### src/rtl/booth_product_accumulator.sv
// booth_product_accumulator
//
// Registered, flow-controlled accumulation stage behind the unsigned Booth
// multiplier. The block takes 2N-bit products over a valid/ready handshake and
// adds them into a saturating frame sum (dot product). A frame ends on the beat
// that carries prod_last. The result is then held until the consumer takes it.
//
// Ports
//   clk        in   1      rising-edge clock
//   rst_n      in   1      asynchronous active-low reset
//   clear      in   1      synchronous frame abort; clears the accumulator
//   prod_in    in   2*N    unsigned product from the multiplier
//   prod_valid in   1      prod_in is valid
//   prod_last  in   1      prod_in is the final term of the frame
//   prod_ready out  1      a product can be accepted this cycle
//   acc_out    out  ACC_W  saturated frame sum
//   acc_cnt    out  CNT_W  number of terms in the frame (saturating)
//   acc_ovf    out  1      the frame sum saturated at some point in the frame
//   acc_valid  out  1      acc_out/acc_cnt/acc_ovf hold a finished frame
//   acc_ready  in   1      consumer accepts the result
module booth_product_accumulator #(
  parameter int N     = 4,
  parameter int ACC_W = 2*N+4,
  parameter int CNT_W = 8
) (
  input  logic             clk,
  input  logic             rst_n,
  input  logic             clear,
  input  logic [2*N-1:0]   prod_in,
  input  logic             prod_valid,
  input  logic             prod_last,
  output logic             prod_ready,
  output logic [ACC_W-1:0] acc_out,
  output logic [CNT_W-1:0] acc_cnt,
  output logic             acc_ovf,
  output logic             acc_valid,
  input  logic             acc_ready
);

  typedef enum logic {
    ACCUM = 1'b0,
    HOLD  = 1'b1
  } state_t;

  state_t             state_q;
  logic [ACC_W-1:0]   accSum_q;
  logic [ACC_W-1:0]   accSum_d;
  logic [CNT_W-1:0]   termCnt_q;
  logic [CNT_W-1:0]   termCnt_d;
  logic               ovf_q;
  logic               ovf_d;
  logic               resValid_q;
  logic               first_q;
  logic [ACC_W-1:0]   base;
  logic [ACC_W:0]     sum;
  logic               beat;

  // prod_ready is decoded straight from the state so a producer sees it
  // without an extra cycle of latency.
  assign prod_ready = (state_q == ACCUM);
  assign beat       = prod_valid & prod_ready;

  // One extra bit on the sum exposes the carry that signals saturation.
  // The first beat of a frame starts from zero instead of the stale result,
  // which is why the previous result can be left in place after hand-off.
  always_comb begin
    base     = first_q ? '0 : accSum_q;
    sum      = {1'b0, base} + {{(ACC_W+1-2*N){1'b0}}, prod_in};
    accSum_d = sum[ACC_W] ? {ACC_W{1'b1}} : sum[ACC_W-1:0];
    ovf_d    = (first_q ? 1'b0 : ovf_q) | sum[ACC_W];
    if (first_q) begin
      termCnt_d = CNT_W'(1);
    end else if (&termCnt_q) begin
      termCnt_d = termCnt_q;
    end else begin
      termCnt_d = termCnt_q + CNT_W'(1);
    end
  end

  // clear wins over every handshake and returns the block to its reset state,
  // dropping any beat offered in the same cycle and any held result.
  always_ff @(posedge clk or negedge rst_n) begin
    if (!rst_n) begin
      state_q    <= ACCUM;
      accSum_q   <= '0;
      termCnt_q  <= '0;
      ovf_q      <= 1'b0;
      resValid_q <= 1'b0;
      first_q    <= 1'b1;
    end else if (clear) begin
      state_q    <= ACCUM;
      accSum_q   <= '0;
      termCnt_q  <= '0;
      ovf_q      <= 1'b0;
      resValid_q <= 1'b0;
      first_q    <= 1'b1;
    end else begin
      case (state_q)
        ACCUM: begin
          if (beat) begin
            accSum_q  <= accSum_d;
            termCnt_q <= termCnt_d;
            ovf_q     <= ovf_d;
            first_q   <= 1'b0;
            if (prod_last) begin
              state_q    <= HOLD;
              resValid_q <= 1'b1;
            end
          end
        end
        HOLD: begin
          // Result registers keep their value; the next frame's first beat
          // overwrites them.
          if (acc_ready) begin
            state_q    <= ACCUM;
            resValid_q <= 1'b0;
            first_q    <= 1'b1;
          end
        end
        default: begin
          state_q <= ACCUM;
        end
      endcase
    end
  end

  assign acc_out   = accSum_q;
  assign acc_cnt   = termCnt_q;
  assign acc_ovf   = ovf_q;
  assign acc_valid = resValid_q;

endmodule

### config.mk
export PLATFORM = sky130hd
export DESIGN_NAME = booth_product_accumulator
export DESIGN_NICKNAME = d
export VERILOG_FILES = /design/src/rtl/booth_product_accumulator.sv
export SDC_FILE = /design/constraint.sdc
export NUM_CORES = 1
export LEC_CHECK = 0
export CORE_MARGIN = 2
export CORE_UTILIZATION = 45
export CTS_CLUSTER_DIAMETER = 30
export DETAILED_ROUTE_END_ITERATION = 7
export MAX_ROUTING_LAYER = met4
export PLACE_DENSITY_LB_ADDON = 0.15
export REMOVE_ABC_BUFFERS = 1
export SKIP_LAST_GASP = 1
export SYNTH_ARGS = -nofsm -noshare
export SYNTH_HDL_FRONTEND = slang
export SYNTH_SLANG_ARGS = --single-unit
### constraint.sdc
create_clock -name clk -period 5.55 [get_ports clk]
set_input_delay 1.3875 -clock clk [delete_from_list [all_inputs] [get_ports clk]]
set_output_delay 1.3875 -clock clk [all_outputs]
set_load 0.01 [all_outputs]
==> flow_summary.rst <==
.. list-table::
   :header-rows: 1

   * - Metric
     - Value
   * - Most area-hungry cell type in the Yosys netlist
     - sky130_fd_sc_hd__dfrtp_1
   * - Remaining number of nets flagged by the antenna check after routing
     - 0
   * - Number of flip-flops and latches in the synthesized netlist
     - 24
   * - Clock buffer count from CTS
     - 3
   * - Count leader, synth
     - sky130_fd_sc_hd__dfrtp_1
   * - Combined area of all synthesized cells
     - approximately 1600 µm²
   * - Period utilisation layout
     - 61.9%
   * - Hold slack final
     - 0.539 ns
   * - Proportion of netlist area held by the largest area contributor
     - a little over a third
   * - Via count of the first global-routing pass
     - roughly 1500
   * - Setup slack of the most critical reg-to-reg path
     - approximately 2.7 ns
   * - Global route total overflow
     - 0
   * - GRT Util Overall
     - 21.0%
   * - Initial core utilization
     - 47.3%
   * - Cell types occupying the most area after synthesis
     - sky130_fd_sc_hd__dfrtp_1 36%, sky130_fd_sc_hd__ha_1 7.0%, sky130_fd_sc_hd__a21oi_1 6.2%
   * - Fmax achieved
     - approximately 290 MHz
   * - Number of placement rows
     - 21
   * - Setup violators final
     - 0
   * - Worst-path maximum fanout
     - 6
   * - Synth Instances
     - around 180
   * - Pwr dens
     - roughly 200 nW/µm²
   * - Worst Path Arrival
     - 3.63 ns
   * - Post_cts resized
     - 0
   * - Total power
     - ~0.00041 W
   * - Placed wire-length estimate
     - 2.80 mm
   * - Number of synthesis warnings
     - 0
   * - Relative slew slack
     - a little over a quarter
   * - Post-CTS Hold Fix Bufs
     - 0
   * - Number of unique standard cell types used by synthesis
     - 48
   * - Detailed router's first-iteration violation count
     - around 120
   * - Required time of the worst setup path
     - roughly 5.7 ns
   * - Number of cells traversed by the worst hold path
     - 2
   * - Ratio of cells with drive above 1 in the final layout
     - roughly 8.7%
   * - Sort of element at the start of the critical path
     - input pin
   * - Clock latency on the worst-skew pair
     - around 0.33 ns
   * - Crit. End Element
     - flip-flop
   * - Cells on worst reg2reg path
     - 8
   * - Tightest Pin Transition
     - between 1 and 1.5 ns
   * - Final count of pins violating max slew
     - 0
   * - Sum Neg Setup Slack
     - 0 ns
   * - Number of enable-type register cells in the synthesized netlist
     - 0
   * - Drt total wl
     - around 3.8 mm
   * - Top cells by instance count after synthesis
     - 23 x sky130_fd_sc_hd__dfrtp_1, 21 x sky130_fd_sc_hd__nand2_1, 20 x sky130_fd_sc_hd__a21oi_1
   * - Multi-input gate area in the final layout
     - 971 µm²
   * - Post-synthesis area per instance
     - ~9 µm²
   * - DIE HEIGHT
     - roughly 64 µm
   * - Hold Crit Start
     - acc_valid
   * - Vias per cell
     - 5.71
   * - Overall via count from detail_route
     - roughly 1500
   * - Fillers
     - roughly 310
   * - Number of placed I/O pins
     - 37
   * - Worst reg2reg path endpoint
     - acc_out[2]
   * - Placed Cells incl. Taps
     - 261
   * - Die area
     - a little over 4000 µm²
   * - Most used flip-flop cell after synthesis
     - sky130_fd_sc_hd__dfrtp_1
   * - Fin nets
     - 244
   * - Max Clock Skew
     - slightly above 0.003 ns
   * - Maximum buffer depth of the clock tree
     - 2
   * - DRC violation count after routing
     - 0
   * - Post-CTS Setup Repair Bufs
     - 0
   * - Max VDD drop
     - 100 µV
   * - Number of antenna violations at the first check in global routing
     - 0
   * - Area of all sequential standard cells
     - about 600 µm²
   * - Final hold violation count
     - 0
   * - Static power due to leakage
     - between 0.8 and 0.9 nW
   * - Fin crit period
     - 3.44 ns
   * - Min-Delay Endpoint
     - acc_valid
   * - Maximum capacitance violations
     - 0
   * - Worst-path clk slew
     - approximately 0.14 ns
   * - RSZ-0062 raised after global routing
     - false
   * - Hold/Removal Path Class
     - reg -> reg
   * - Register area share after synthesis
     - a little under two fifths
   * - Clock tree root driver cell
     - sky130_fd_sc_hd__clkbuf_4
   * - Final Instance Count excl. Fillers
     - about 270
   * - Result of the run
     - finished, final reports clean
   * - Area growth from synthesis to layout
     - 28.5%
   * - First-pass GRT wire length
     - about 6.6 mm
   * - Maximum number of pins on one net before global-route repair
     - 25
   * - Number of clock sinks
     - 24
   * - Post-synth ARST share
     - 100%
   * - Core area
     - 3390 µm²
   * - Path type of the worst setup path
     - in -> reg
   * - Width of the die
     - ~64 µm
   * - CTS HTree Levels
     - 1
   * - Buffers on Ports
     - 36
   * - RR Startpoint
     - first_q
   * - Number of antenna repair diodes
     - 0
   * - Iteration count of the initial detailed-routing pass
     - 4
   * - WL/cell
     - around 14 µm
   * - Clock tree from TritonCTS
     - yes
   * - Weighted congestion at the end of routability-driven global placement
     - just under 0.9
## stage by stage
step                worst slack (ns)  cell area [µm²]  utilization [%]
floorplan                       2.45             1580                -
global placement                1.85             2010             59.3
detailed placement              1.79             2010             59.3
CTS                             2.14             2060             60.8
global route                    1.96             2060             60.8
finish                          2.11             2060             60.8
## worst max-delay path by stage
stage,startpoint,endpoint,slack [ns],cells past startpoint
after detailed placement,prod_in[0],acc_out[2],1.79,8
after global routing,prod_in[0],acc_out[2],1.96,8
after CTS,prod_in[0],acc_out[2],2.14,8
after global placement,prod_in[0],acc_out[2],1.85,8
final,prod_in[0],acc_out[2],2.11,8
after floorplan,prod_in[0],acc_out[2],2.45,7
## area by class of cell
type	instances	share of cell area, %
flip-flops and latches	24	29.2
clock buffers	3	1.09
well taps	46	2.79
inverters	3	0.546
repair buffers	37	17.8
clock inverters	1	1.46
multi-input cells	151	47.1
## metal layers
metal	GRT usage, %	wire, µm
met3	2.68	171
met1	25.8	1700
met4	7.61	65
met2	35.5	1860
met5	-	0
## cell families after synthesis
family / share of synthesized area [%]
AOI/OAI and AO/OA: 23.6
xor gates and xnor gates: 3.28
adders and majority gates: 8.27
buffers and inverters: 1.95
DFF: 37.5
muxes: 1.33
and+or+nand+nor: 24.1
## where the power goes
group / leakage [nW] / total, W / switching, W / internal (W)
logic: 0.482 / 0.0000871 / 0.0000442 / 0.0000429
registers: 0.323 / 0.000192 / 0.00000895 / 0.000183
clock network: 0.0279 / 0.000131 / 0.0000582 / 0.0000731
## layout by cell type (no fill, tap or decap), types with 3 or more instances in the layout
cell type,synthesis,layout
sky130_fd_sc_hd__nand2_1,21,21
sky130_fd_sc_hd__xnor2_1,3,3
sky130_fd_sc_hd__ha_1,9,9
sky130_fd_sc_hd__dfrtp_1,23,23
sky130_fd_sc_hd__o21ai_0,8,8
sky130_fd_sc_hd__nand3_1,4,4
sky130_fd_sc_hd__nor2_1,19,19
sky130_fd_sc_hd__a21o_1,4,4
sky130_fd_sc_hd__clkdlybuf4s50_1,0,36
sky130_fd_sc_hd__a21oi_1,20,20
sky130_fd_sc_hd__clkbuf_4,0,3
sky130_fd_sc_hd__xor2_1,3,3
sky130_fd_sc_hd__nor3_1,6,6
sky130_fd_sc_hd__a211oi_1,6,6
sky130_fd_sc_hd__or2_2,3,3
sky130_fd_sc_hd__nor2b_1,9,9
sky130_fd_sc_hd__inv_1,3,3
## worst max-delay path, cell delays in order
cell and delay, ns:
sky130_fd_sc_hd__clkdlybuf4s50_1 0.41, sky130_fd_sc_hd__ha_1 0.23, sky130_fd_sc_hd__fa_1 0.43, sky130_fd_sc_hd__a211o_2 0.38, sky130_fd_sc_hd__a211oi_2 0.26, sky130_fd_sc_hd__nor3_1 0.16
sky130_fd_sc_hd__nor2_2 0.25, sky130_fd_sc_hd__a211oi_1 0.12
## registers in the layout, summed over array words and instances, names as in the netlist
signal and flops:
state_q 1, acc_ovf 1, acc_out 12, acc_cnt 8, acc_valid 1, first_q 1
Power figures use the tool's default switching activity.
==> RTL change 1 (same flow settings) <==
Put one more register stage on the output `acc_ovf`, without a reset. The value now appears one clock later. The other outputs are not delayed to match.
--- a/src/rtl/booth_product_accumulator.sv
+++ b/src/rtl/booth_product_accumulator.sv
@@ -126,7 +126,9 @@
 
   assign acc_out   = accSum_q;
   assign acc_cnt   = termCnt_q;
-  assign acc_ovf   = ovf_q;
+  always_ff @(posedge clk) begin
+    acc_ovf <= ovf_q;
+  end
   assign acc_valid = resValid_q;
 
 endmodule
Function: no difference found for any inputs over 10 cycles, from zero or initial values and one cycle with rst_n low; that may be too few to reach the edited logic, so the function may still have changed.
==> RTL change 1 against the unedited design <==
- non-clock buffer count is the same
- synthesized area grew 7.0%
- wire length grew 6.2%
- core utilization shrank 2.3 points
- first-iteration DRC count shrank 22%
- sequential cell count grew 1
- count of clock-buffer cells in the layout is the same
- register-to-register slack lost 0.17 ns
- maximum frequency shrank 5.0%
- power shrank 3.7%
- cell area grew 3.9%
- worst setup slack lost 0.18 ns
- critical path type unchanged
- critical endpoint is now ovf_q
- largest power group unchanged
==> RTL change 1: results (changes against the unedited design) <==
status: completed
GRT Overall Usage: 21.4% (+0.35 points)
root buffer cell: clkbuf_8
Max rail drop VDD: 0.000130 V (+30%)
Rel. slew slack: 26.2% (-0.59 points)
worst skew pair latency: 0.27 ns (-0.06 ns)
synth unique cells: 51 (+6.3%)
CP arrival: 3.74 ns (+0.11 ns)
hpwl dp: 2.90 mm (+3.4%)
Seq/Total Area, Yosys: 36.2% (-1.3 points)
Static Leak: 0.845 nW (+1.5%)
Clock Skew: 0.00343 ns (+0.000349 ns)
fraction of layout cells with a size suffix above 1: 6.36% (-2.3 points)
Clock transition at path regs: 0.09 ns (-0.05 ns)
CTS max path bufs: 2 (unchanged)
fillcell total: 347 (+13%)
setup bufs post-CTS: 0 (unchanged)
worst-path fanout max: 10 (+4)
most instantiated cells after synthesis: dfrtp_1, nor2_1, nand2_1
largest net degree at the start of global routing: 26 (+4.0%)
Area contributors post-synth: dfrtp_1, ha_1, nor2_1
DRT iter0 DRCs: 96 (-22%)
Async S/R FF share, synth: 96.0% (-4.0 points)
Final nets: 245 (+0.41%)
final setup fails: 0 (unchanged)
Tmin final: 3.62 ns (+0.182 ns)
placer congestion estimate: 0.811 (-7.3%)
first-pass GRT wire length: 6.98 mm (+5.6%)
Register-to-Register Setup Slack: 2.56 ns (-0.17 ns)
placement-stage worst setup slack: 1.67 ns (-0.128 ns)
crit path max-delay cell type: o21a_1
reg2reg end: ovf_q
Avg WL per Cell: 15.1 µm (+5.1%)
DR vias: 1527 (+0.86%)
[RTL change 1: logic make-up after synthesis]
kind of cell / share of synthesized area (%)
multiplexers: 1.75
buffers and inverters: 3.35
adder cells (fa/ha/maj): 7.73
AO/OA/AOI/OAI: 22.4
AND/OR/NAND/NOR: 24.0
XOR/XNOR: 4.59
flip-flops: 36.2
[RTL change 1: cell type report]
cell class	instances	area share, %
clock buffers	3	1.93
clock inverters	1	0.234
inverters	2	0.350
multi-input cells	152	48.5
flip-flops and latches	25	29.0
well taps	48	2.80
repair buffers	37	17.2
[RTL change 1: per-stage QoR]
stage	power [mW]	cells	area [µm²]	utilization [%]
6_report	0.395	268	2140	58.5
4_1_cts	0.402	268	2140	58.5
2_1_floorplan	0.249	179	1670	-
5_1_grt	0.419	268	2140	58.5
3_5_place_dp	0.292	264	2100	57.3
3_3_place_gp	0.290	264	2100	57.3
[RTL change 1: metal layers]
metal  global-route usage (%)  routed length [µm]  up-vias
met4                     8.07                  29        0
met3                     3.77                 189        2
met5                        -                   0        -
li1                         -                   -      764
met2                     32.2                1910       46
met1                     28.8                1910      715
[RTL change 1: how the worst min path moves through the flow]
stage	from	endpoint	slack (ns)	cells past startpoint
2_1_floorplan	ovf_q	acc_ovf	0.36	0
3_3_place_gp	ovf_q	acc_ovf	0.38	0
3_5_place_dp	ovf_q	acc_ovf	0.38	0
4_1_cts	ovf_q	acc_ovf	0.40	0
5_1_grt	ovf_q	acc_ovf	0.42	0
6_report	ovf_q	acc_ovf	0.40	0
[RTL change 1: power by group]
group	leakage, nW	internal (mW)	switching, mW
registers	0.330	0.190	0.0103
logic	0.490	0.0429	0.0450
clock network	0.0255	0.0502	0.0563
total	0.845	0.283	0.112
==> RTL change 2 (same settings) <==
Without the edit above. `N`: 4 -> 5.
--- a/src/rtl/booth_product_accumulator.sv
+++ b/src/rtl/booth_product_accumulator.sv
@@ -19,7 +19,7 @@
 //   acc_valid  out  1      acc_out/acc_cnt/acc_ovf hold a finished frame
 //   acc_ready  in   1      consumer accepts the result
 module booth_product_accumulator #(
-  parameter int N     = 4,
+  parameter int N     = 5,
   parameter int ACC_W = 2*N+4,
   parameter int CNT_W = 8
 ) (
Interface: changed (resized acc_out and prod_in); port bits go from 37 to 41. The function was not compared with the original's and may differ.
==> RTL change 2 against the unedited design <==
- combinational power grew 22%
- cell area grew 11%
- wire length grew 10%
- core utilization shrank 2.7 points
- power grew 7.4%
- synthesized area grew 13%
- worst setup slack lost 0.15 ns
- sequential cell count grew 2
- largest cell class unchanged
==> RTL change 2: results (changes against the unedited design) <==
status: completed
DP Cell Count: 287 (+10%)
Worst Setup EP: acc_out[7]
max reg flops: 14 (+2)
fraction of layout cells with a size suffix above 1: 6.64% (-2.0 points)
setup ws final: 1.96 ns (-0.150 ns)
Static Leak: 0.951 nW (+14%)
number of global-route vias before repair: 1509 (-0.26%)
placer congestion estimate: 0.874 (about the same)
placement-stage worst setup slack: 1.67 ns (-0.126 ns)
vias per cell: 5.66 (-1.0%)
post-synthesis cell count: 205 (+12%)
comb_multi_in: 163 (+7.9%)
compound-gate portion of the synthesized area: 17.7% (-5.9 points)
number of synthesized register bits: 26 (+8.3%)
I/O Buffers: 40 (+11%)
CLK BUF: 4 (+1)
root buffer cell: clkbuf_8
largest net degree at the start of global routing: 28 (+12%)
Area contributors post-synth: dfrtp_1, ha_1, nor3_1
Least-Margin Pin Slew: 0.965 ns (-0.129 ns)
Clock-cell share: 2.40% (-0.15 points)
Clock transition at path regs: 0.09 ns (-0.05 ns)
Non-Clock Inverter Count: 6 (+3)
multi-input logic portion of the cell area: 47.4% (+0.27 points)
post-synthesis mux area share: 1.11% (-0.22 points)
buffering overhead: 18.1% (+0.27 points)
DRT iter0 DRCs: 103 (-16%)
Seq/Total Area, Yosys: 36.1% (-1.4 points)
worst skew pair latency: 0.27 ns (-0.06 ns)
Post-Synth XOR/XNOR Area: 4.85% (+1.6 points)
sequential cell area share: 28.4% (-0.76 points)
area of the multi-input gates: 0.00109 mm² (+12%)
Synth Area in Adders: 8.73% (+0.46 points)
Clock Skew: 0.00842 ns (+0.00534 ns)
Register-to-Register Setup Slack: 2.62 ns (-0.11 ns)
Sw Share: 28.4% (+1.2 points)
DR vias: 1646 (+8.7%)
fillcell total: 370 (+21%)
GRT Overall Usage: 20.8% (-0.22 points)
dpl cell area: 0.00224 mm² (+11%)
Reg2Reg Depth: 9 (+1)
Mapped Avg Cell Area: 8.81 µm² (+0.55%)
CP arrival: 3.70 ns (+0.07 ns)
## RTL change 2: cell types whose count changed after synthesis, moves of 4 or more
| cell | change |
|---|---|
| nand2b_1 | +4 |
| nor3_1 | +11 |
| nand2_1 | -7 |
| clkbuf_1 | +4 |
| a31oi_1 | +4 |
| a21oi_1 | -8 |
| nor2b_1 | +4 |
## RTL change 2: power by group through the flow
stage	logic [mW]	registers (mW)	clock network [mW]
floorplan	0.0551	0.215	0
global placement	0.106	0.213	0
detailed placement	0.107	0.214	0
CTS	0.108	0.210	0.128
global route	0.118	0.212	0.133
finish	0.106	0.210	0.124
## RTL change 2: per-layer routing
layer  track usage, %  routed length [µm]  vias up
met4             3.06                  10        0
met3             3.67                 252        2
met2             32.9                1960       54
met1             28.7                1960      783
met5                -                   0        -
li1                 -                   -      807
## RTL change 2: critical path: stages
cell and delay (ns):
clkdlybuf4s50_1 0.41, ha_1 0.22, fa_1 0.40, a21o_1 0.21, a221oi_2 0.37, o311a_4 0.28, nor2_4 0.08, nor4_1 0.26
nor3_1 0.08
